File: config.mk
export PLATFORM = sky130hd
export DESIGN_NAME = ascon_output_serializer
export DESIGN_NICKNAME = d
export VERILOG_FILES = /design/src/rtl/ascon_output_serializer.sv
export SDC_FILE = /design/constraint.sdc
export NUM_CORES = 1
export LEC_CHECK = 0
export CORE_ASPECT_RATIO = 1.75
export CORE_MARGIN = 3
export CORE_UTILIZATION = 49
export CTS_CLUSTER_SIZE = 14
export DETAILED_ROUTE_END_ITERATION = 8
export GPL_ROUTABILITY_DRIVEN = 0
export PLACE_DENSITY = 0.76
export SYNTH_ARGS = -nofsm -noshare
export SYNTH_HDL_FRONTEND = slang
export SYNTH_SLANG_ARGS = --single-unit
File: constraint.sdc
create_clock -name clock_i -period 3.2 [get_ports clock_i]
set_clock_uncertainty 0.05 [all_clocks]
set_input_delay 0.64 -clock clock_i [delete_from_list [all_inputs] [get_ports clock_i]]
set_output_delay 0.64 -clock clock_i [all_outputs]
set_load 0.005 [all_outputs]
File: src/rtl/ascon_output_serializer.sv
// Buffers ASCON ciphertext blocks and the tag, then streams them as OUT_W-bit chunks over valid/ready.
// Optional macro ASCON_SER_HEADER_EN prepends a {overflow, 3'b000, count} header chunk.
module ascon_output_serializer #(
  parameter int NB_BLOCKS = 3,
  parameter int OUT_W     = 8
) (
  input  logic             clock_i,
  input  logic             resetb_i,
  input  logic             start_i,
  input  logic [63:0]      cipher_i,
  input  logic             cipher_valid_i,
  input  logic [127:0]     tag_i,
  input  logic             end_i,
  output logic [OUT_W-1:0] dout_o,
  output logic             dout_valid_o,
  input  logic             dout_ready_i,
  output logic             dout_last_o,
  output logic             busy_o,
  output logic             overflow_o
);

  localparam int CPB   = 64 / OUT_W;
  localparam int TPC   = 128 / OUT_W;
  localparam int IDX_W = $clog2(TPC + 1);
  localparam int BW    = $clog2(NB_BLOCKS + 1);

  typedef enum logic [2:0] {COLLECT, SEND_HDR, SEND_CIPHER, SEND_TAG, DONE} state_t;

  state_t             state, state_nxt;
  logic [63:0]        buffer [NB_BLOCKS];
  logic [127:0]       tag_q;
  logic [BW-1:0]      count;
  logic [BW-1:0]      count_fin;
  logic [BW-1:0]      count_eff;
  logic               pend;
  logic [IDX_W-1:0]   chunk;
  logic [BW-1:0]      blk;
  logic               hs;
  logic [63:0]        cipher_sh;
  logic [127:0]       tag_sh;

  // A pending capture lands this cycle, so it already counts toward end-of-message and overflow.
  assign count_fin = count + BW'(pend);
  assign count_eff = start_i ? '0 : count_fin;
  assign hs        = (state == SEND_HDR || state == SEND_CIPHER || state == SEND_TAG) && dout_ready_i;
  assign busy_o    = (state != COLLECT);
  assign cipher_sh = buffer[blk] >> (OUT_W * (CPB - 1 - int'(chunk)));
  assign tag_sh    = tag_q >> (OUT_W * (TPC - 1 - int'(chunk)));

`ifdef ASCON_SER_HEADER_EN
  logic [3:0] cnt4;
  assign cnt4 = 4'(count);
`endif

  always_ff @(posedge clock_i or negedge resetb_i) begin
    if (!resetb_i) state <= COLLECT;
    else           state <= state_nxt;
  end

  always_comb begin
    state_nxt    = state;
    dout_valid_o = 1'b0;
    dout_last_o  = 1'b0;
    dout_o       = '0;
    case (state)
      COLLECT: begin
        if (end_i) begin
`ifdef ASCON_SER_HEADER_EN
          state_nxt = SEND_HDR;
`else
          state_nxt = (count_fin != '0) ? SEND_CIPHER : SEND_TAG;
`endif
        end
      end
`ifdef ASCON_SER_HEADER_EN
      SEND_HDR: begin
        dout_valid_o = 1'b1;
        dout_o       = OUT_W'({overflow_o, 3'b000, cnt4});
        if (hs) state_nxt = (count != '0) ? SEND_CIPHER : SEND_TAG;
      end
`endif
      SEND_CIPHER: begin
        dout_valid_o = 1'b1;
        dout_o       = cipher_sh[OUT_W-1:0];
        if (hs && chunk == IDX_W'(CPB - 1) && blk == count - BW'(1)) state_nxt = SEND_TAG;
      end
      SEND_TAG: begin
        dout_valid_o = 1'b1;
        dout_o       = tag_sh[OUT_W-1:0];
        dout_last_o  = (chunk == IDX_W'(TPC - 1));
        if (hs && dout_last_o) state_nxt = DONE;
      end
      DONE:    state_nxt = COLLECT;
      default: state_nxt = COLLECT;
    endcase
  end

  // Buffer contents are don't-care after reset, so no reset branch here.
  always_ff @(posedge clock_i) begin
    if (state == COLLECT && pend && !start_i) buffer[count] <= cipher_i;
  end

  always_ff @(posedge clock_i or negedge resetb_i) begin
    if (!resetb_i) begin
      count      <= '0;
      pend       <= 1'b0;
      overflow_o <= 1'b0;
      chunk      <= '0;
      blk        <= '0;
      tag_q      <= '0;
    end else begin
      case (state)
        COLLECT: begin
          pend <= 1'b0;
          if (start_i) begin
            count      <= '0;
            overflow_o <= 1'b0;
          end else if (pend) begin
            count <= count + BW'(1);
          end
          if (cipher_valid_i && !end_i) begin
            if (count_eff == BW'(NB_BLOCKS)) overflow_o <= 1'b1;
            else                             pend       <= 1'b1;
          end
          if (end_i) begin
            tag_q <= tag_i;
            chunk <= '0;
            blk   <= '0;
          end
        end
        SEND_CIPHER: begin
          if (hs) begin
            if (chunk == IDX_W'(CPB - 1)) begin
              chunk <= '0;
              blk   <= blk + BW'(1);
            end else begin
              chunk <= chunk + IDX_W'(1);
            end
          end
        end
        SEND_TAG: if (hs) chunk <= chunk + IDX_W'(1);
        DONE:     count <= '0;
        default:  ;
      endcase
      if (state != COLLECT && cipher_valid_i) overflow_o <= 1'b1;
    end
  end

endmodule

==> impl_results.md, run 1 <==
* Peak supply drop at 0.535 mV
* Clk root buf: clkbuf_16
* Largest net degree at the start of global routing at 78
* R2r endpoint: blk[1]
* CP arrival at 2.70 ns
* FF-to-FF Start: chunk[4]
* First-pass GRT wire length at 52,700 µm
* Leakage Power at between 6 and 7 nW
* Share of cells above drive strength 1 at 15.7%
* DR pass1 iterations at 5
* Non-Filler Instances at between 1,000 and 1,500
* Slew HR at between 50% and 60%
* Final Max Slew Viols at 0
* Most frequent cell after synthesis: edfxtp_1
* Tot Pwr at about 15 mW
* CP required at between 2 and 3 ns
* Worst setup SP type: flip-flop
* I/O pin count at 210
* Synth unique cells at 47
* Fmax at 0.295 GHz
* Power per Cell Area at about 840 nW/µm²
* Fin nets at 1,300
* Area leader, netlist: edfxtp_1
* Most used DFF post-synth: edfxtp_1
* Reg clk slew, reported paths at around 0.07 ns
* GRT overflow at 0
* Top-area cell type share of the netlist area at about two fifths
* WS Path Type: reg -> out
* Final worst slack at -0.189 ns
* CTS buffer count at 29
* EDFF count, synth at about 190
* Syn Std Cell Area at ~14,000 µm²
* Fraction of synthesis flops using an asynchronous set or reset pin at 42.5%
* Die width at ~130 µm
* Placed Instances at approximately 1,400
* Via density at 5.67
* Slew @ Worst Pin at around 0.75 ns
* CP max FO at 8
* Ranking of synthesized cells by area: edfxtp_1 (40%), dfrtp_1 (25%), mux2_1 (9.8%), mux4_2 (5.8%), mux2i_1 (5.5%)
* Vias at approximately 8,500
* CTS tree: done
* Initial DRC count at around 520
* Status: finished, violations left
* Clock latency on the worst-skew pair at 0.56 ns
* Area grow syn2layout at 27.0%
* Flop2flop setup slack at ~0.96 ns
* Initial Util at approximately half
* Most frequent cells after synthesis: edfxtp_1 (192), dfrtp_1 (142), mux2_1 (124)
* Remaining antenna violation count at 0
* Ys Warns at 0
* Wire per inst at around 23 µm
* FP Rows at 82
* Die H at 232 µm
* Area of the multi-input gates at about 4700 µm²
* Max_cap viols at 0
* Tmin final at around 3.4 ns
* Hold Fails Final Rpt at 0
* Total track usage at 22.5%
* Post-synthesis instance total at 861
* Vias in the first global route at 9,302
* Synth Net Count at between 1,000 and 1,500
* Violated checks: negative setup slack
* HPWL after DPL at around 25,000 µm
* H-tree levels at 1
* Antenna violations before repair at 1
* Total core area at between 20,000 and 30,000 µm²
* Setup crit end kind: output pin
* Register area share after synthesis at between 60% and 70%
* Dpl ws at 0.00538 ns
* Port bufs at between 200 and 250
* RSZ-0062 raised after global routing: true
* Clock Sinks at ~330
* Clock Tree Buf Depth at 3
* DRC viols at 0
* Final setup fails at 9
* Synth Area per Inst at approximately 17 µm²
* Die ar. at between 30,000 and 40,000 µm²
* Reg area at just over 9000 µm²
* Final Cycle Share at 106%
* Fill count at between 2,000 and 2,500
* Worst Hold Class: in -> async
* Final wirelength at approximately 35,000 µm
* Number of synthesized register bits at 334
* FF-to-FF path depth at 7
## power by group
group,leakage (nW),total [mW],internal [mW],switching (mW)
clock network,0.458,3.41,1.93,1.48
registers,3.41,6.24,5.55,0.689
logic,2.78,5.58,3.04,2.55
## layout make-up
type | count | area share (%)
sequential | 334 | 51.5
clock inverter | 5 | 0.297
clock buffer | 47 | 4.81
tap | 378 | 2.61
timing repair buffer | 262 | 14.9
antenna | 1 | 0.0138
multi-input combinational | 463 | 25.7
inverter | 7 | 0.145
## logic make-up after synthesis
kind of cell | synth area share (%)
flops | 65.4
mux | 23.6
compound gates | 5.42
simple gates | 2.82
buf+inv | 2.19
fa+ha+maj | 0.439
xor+xnor | 0.184
## metal layers
metal	share of wire [%]	vias up	GRT usage, %
li1	-	3818	-
met1	34	4311	24.2
met2	57	290	43.1
met3	5.2	66	3.06
met4	4.2	2	9.90
met5	0.037	-	0
## worst max-delay path by stage
stage	startpoint	to	slack, ns	cells after the start
floorplan	state[0]	buffer[1][0]	0.13	5
global placement	chunk[0]	dout_o[1]	0.03	5
detailed placement	chunk[0]	dout_o[1]	0.005	5
CTS	chunk[0]	dout_o[6]	-0.21	6
global route	chunk[0]	dout_o[6]	-0.24	6
finish	chunk[0]	dout_o[6]	-0.19	6
## through the flow
step	setup TNS [ns]	instance area, µm²	hold slack (ns)	utilization [%]
finish	-1.14	18100	0.0362	63.2
global route	-1.81	18100	0.0947	63.2
CTS	-1.44	18100	0.0640	63.2
detailed placement	0	17000	0.421	59.5
global placement	0	17000	0.409	59.5
floorplan	0	14300	0.294	-
## cells in the final DEF (no fill, tap or decap), types with 3 or more instances in the layout
cell / Yosys / layout
o22ai_1: 24 / 24
clkbuf_1: 24 / 9
dfrtp_1: 142 / 138
and2_2: 0 / 3
a22o_1: 8 / 8
nor2_1: 13 / 12
o21ai_0: 21 / 21
buf_12: 1 / 15
buf_2: 27 / 8
o21a_1: 6 / 6
nand2b_1: 8 / 8
and2_1: 7 / 3
nor3_1: 4 / 4
buf_6: 2 / 6
nand2_1: 21 / 20
dfrtp_2: 0 / 3
o211ai_1: 24 / 24
mux2i_1: 79 / 79
edfxtp_1: 192 / 192
ha_1: 5 / 4
a21o_1: 3 / 3
mux2_2: 9 / 9
clkinv_2: 0 / 3
o21ai_1: 17 / 17
mux4_2: 37 / 43
clkdlybuf4s50_1: 0 / 200
inv_1: 6 / 6
clkbuf_8: 0 / 7
mux2_1: 124 / 124
mux4_1: 9 / 3
nand3_1: 14 / 12
clkbuf_16: 0 / 29
buf_4: 2 / 30
## sequential cells by signal (all words and copies together) (netlist names)
register	cells
blk	2
buffer	192
chunk	5
count	2
overflow_o	1
pend	1
state	3
tag_q	128
## timing repair
item | in CTS | in global routing
buffers inserted | 11 | 0
endpoints found under the setup margin | 9 | 9
cloned | 1 | 0
gates resized for setup | 58 | 3
pin swaps | 9 | 0
hold buffers | 0 | 0
## worst max-delay path, cell delays in order (launching register included)
cell,delay [ns]
dfrtp_4,0.51
buf_12,0.15
buf_8,0.12
mux4_2,0.46
mux4_2,0.53
a22o_1,0.25
buf_2,0.13
No activity file was read; power rests on OpenSTA's default activity.
==> run 2: changes to the inputs <==
Settings changed: CTS_CLUSTER_SIZE 14 to default.
==> run 2 against run 1 <==
Against the previous run: the run still ends with negative setup slack left; routed wire length increased by 0.22%; non-clock buffer count unchanged; final cell count about the same; worst hold slack improved by 0.014 ns; first-iteration DRC count decreased by 8.7%; total power increased by 2.4%; worst setup slack got worse by 0.017 ns; sequential share of layout area decreased by 0.31 points; register-to-register slack got worse by 0.03 ns; clock power increased by 11%; via count decreased by 0.15%; largest cell class unchanged.
==> impl_results.md, run 2 (same netlist as run 1, synthesis figures left out) <==
* Power per Cell Area at 857 nW/µm² (+1.8%)
* Total track usage at 22.5% (+0.023 points)
* Final worst slack at -0.206 ns (-0.0173 ns)
* Final Max Slew Viols at 0 (unchanged)
* RSZ-0062 raised after global routing: true
* Hold Slack at 0.0507 ns (+0.0145 ns)
* Remaining antenna violation count at 0 (unchanged)
* Leakage Power at 6.70 nW (+0.68%)
* Initial Util at 49.8% (unchanged)
* Sequential power share at 40.0% (-1.0 points)
* Worst Hold Class: in -> async
* Final wirelength at 34,900 µm (+0.22%)
* Reg area at 9330 µm² (unchanged)
* DR pass1 iterations at 5 (unchanged)
* Clock latency on the worst-skew pair at 0.55 ns (about the same)
* FP Rows at 82 (unchanged)
* Slew @ Worst Pin at 0.736 ns (-0.00932 ns)
* Tmin final at 3.41 ns (+0.0173 ns)
* Share of cells above drive strength 1 at 16.1% (+0.34 points)
* Hold Fails Final Rpt at 0 (unchanged)
* Fmax at 0.294 GHz (-0.51%)
* Clock Power Share at 24.2% (+1.8 points)
* Die width at 135 µm (unchanged)
* Routed met1 length at 11,800 µm (-0.25%)
* Length of routed met2 wiring at 20,000 µm (+0.92%)
* Slew HR at 50.9% (+0.62 points)
* Die H at 232 µm (unchanged)
* Sw Share at 30.5% (-0.41 points)
* CP required at 2.51 ns (about the same)
* Setup crit end kind: output pin
* Area of the multi-input gates at 4650 µm² (unchanged)
* Via density at 5.66 (-0.22%)
* GRT overflow at 0 (unchanged)
* Reg clk slew, reported paths at 0.07 ns (about the same)
* Clock Tree Buf Depth at 3 (unchanged)
* Port bufs at 209 (unchanged)
* Fin nets at 1,300 (unchanged)
* Final Cycle Share at 106% (+0.54 points)
* Largest net degree at the start of global routing at 78 (unchanged)
* Max_cap viols at 0 (unchanged)
* R2r endpoint: blk[0]
* Worst setup SP type: flip-flop
* Biggest register: buffer
* Peak supply drop at 0.532 mV (-0.48%)
* Logic gate share of total power at 35.8% (-0.9 points)
* CTS buffer count at 29 (unchanged)
* CP max FO at 8 (unchanged)
* WL met3 at 1780 µm (-0.89%)
* FF-to-FF path depth at 7 (unchanged)
* Layout Utilization at 63.6% (+0.38 points)
* Area grow syn2layout at 27.8%
* H-tree levels at 1 (unchanged)
* Wire per inst at 23.3 µm (+0.16%)
* Setup TNS at -1.17 ns (-0.0291 ns)
* Initial DRC count at 470 (-8.7%)
* Vias at 8,474 (-0.15%)
* CTS Hold Bufs at 0 (unchanged)
* Most frequent cells in the layout: clkdlybuf4s50_1 (200), edfxtp_1 (192), dfrtp_1 (138)
* Clock Sinks at 334 (unchanged)
* Status: finished, violations left
* HPWL after DPL at 25,300 µm (unchanged)
* CTS tree: done
* FF-to-FF Start: chunk[4]
* CP arrival at 2.72 ns (+0.02 ns)
* Fill count at 2,091 (-0.67%)
* Most common cell after layout, fill and taps aside: clkdlybuf4s50_1
* Internal at 10.8 mW (+3.0%)
* Dpl ws at 0.00538 ns (unchanged)
* Vias in the first global route at 9,311 (+0.097%)
* Die ar. at 31,200 µm² (unchanged)
* Clk root buf: clkbuf_16
* I/O pin count at 210 (unchanged)
* First-pass GRT wire length at 52,700 µm (about the same)
* Max layer used: met5
* Antenna violations before repair at 1 (unchanged)
* Max reg flops at 192 (unchanged)
* Switching pwr at 4.76 mW (+1.1%)
* Largest regs: buffer x192, tag_q x128, chunk x5
* DRC viols at 0 (unchanged)
* Flop2flop setup slack at 0.93 ns (-0.03 ns)
* Violated checks: negative setup slack
* Final setup fails at 9 (unchanged)
* WS Path Type: reg -> out
* Total core area at 28,600 µm² (unchanged)
[run 2: cell count changes in the layout (fill, tap and decap cells not counted), sizes merged]
cell | previous run | this run
clkbuf | 47 | 39
bufinv | 1 | 6
clkinv | 3 | 5
clkinvlp | 0 | 2
[run 2: layout make-up]
cell class | count | share of cell area [%]
Antenna cell | 1 | 0.0137
Clock buffer | 39 | 4.43
Clock inverter | 14 | 1.25
Inverter | 7 | 0.144
Multi-Input combinational cell | 463 | 25.6
Sequential cell | 334 | 51.2
Tap cell | 378 | 2.60
Timing Repair Buffer | 262 | 14.8
[run 2: critical path, cell delays in order, from the launching register on]
cell,delay [ns]
dfrtp_4,0.51
buf_12,0.15
buf_8,0.12
mux4_2,0.46
mux4_2,0.54
a22o_1,0.26
buf_2,0.13
[run 2: metrics by stage]
stage / area [µm²] / cells / total power, mW
after floorplan: 14300 / 861 / 9.52
after global placement: 17000 / 1433 / 11.6
after detailed placement: 17000 / 1433 / 11.8
after CTS: 18200 / 1497 / 15.7
after global routing: 18200 / 1497 / 16.3
final: 18200 / 1498 / 15.6
[run 2: worst max-delay path by stage]
stage / startpoint / to / slack (ns)
after floorplan: state[0] / buffer[1][0] / 0.13
after global placement: chunk[0] / dout_o[1] / 0.03
after detailed placement: chunk[0] / dout_o[1] / 0.005
after CTS: chunk[0] / dout_o[6] / -0.21
after global routing: chunk[0] / dout_o[6] / -0.23
final: chunk[0] / dout_o[6] / -0.21
[run 2: what timing repair did]
| action | in CTS | in global routing |
|---|---|---|
| setup buffers | 11 | 0 |
| gates resized for setup | 57 | 4 |
| pin swaps | 9 | 0 |
| cloned | 1 | 0 |
| setup endpoints to repair | 9 | 9 |
| endpoints found under the hold margin | 0 | 0 |
[run 2: metal layers]
layer / track usage (%) / up-vias
li1: - / 3828
met2: 43.5 / 275
met4: 9.46 / 2
met3: 3.06 / 61
met5: 0 / -
met1: 24.1 / 4308
[run 2: power groups by stage]
stage	Combinational (mW)	Sequential [mW]	Clock, mW
floorplan	3.63	5.90	0
global route	5.99	6.33	4.01
global placement	5.33	6.28	0
CTS	5.62	6.24	3.84
finish	5.59	6.24	3.77
detailed placement	5.44	6.31	0
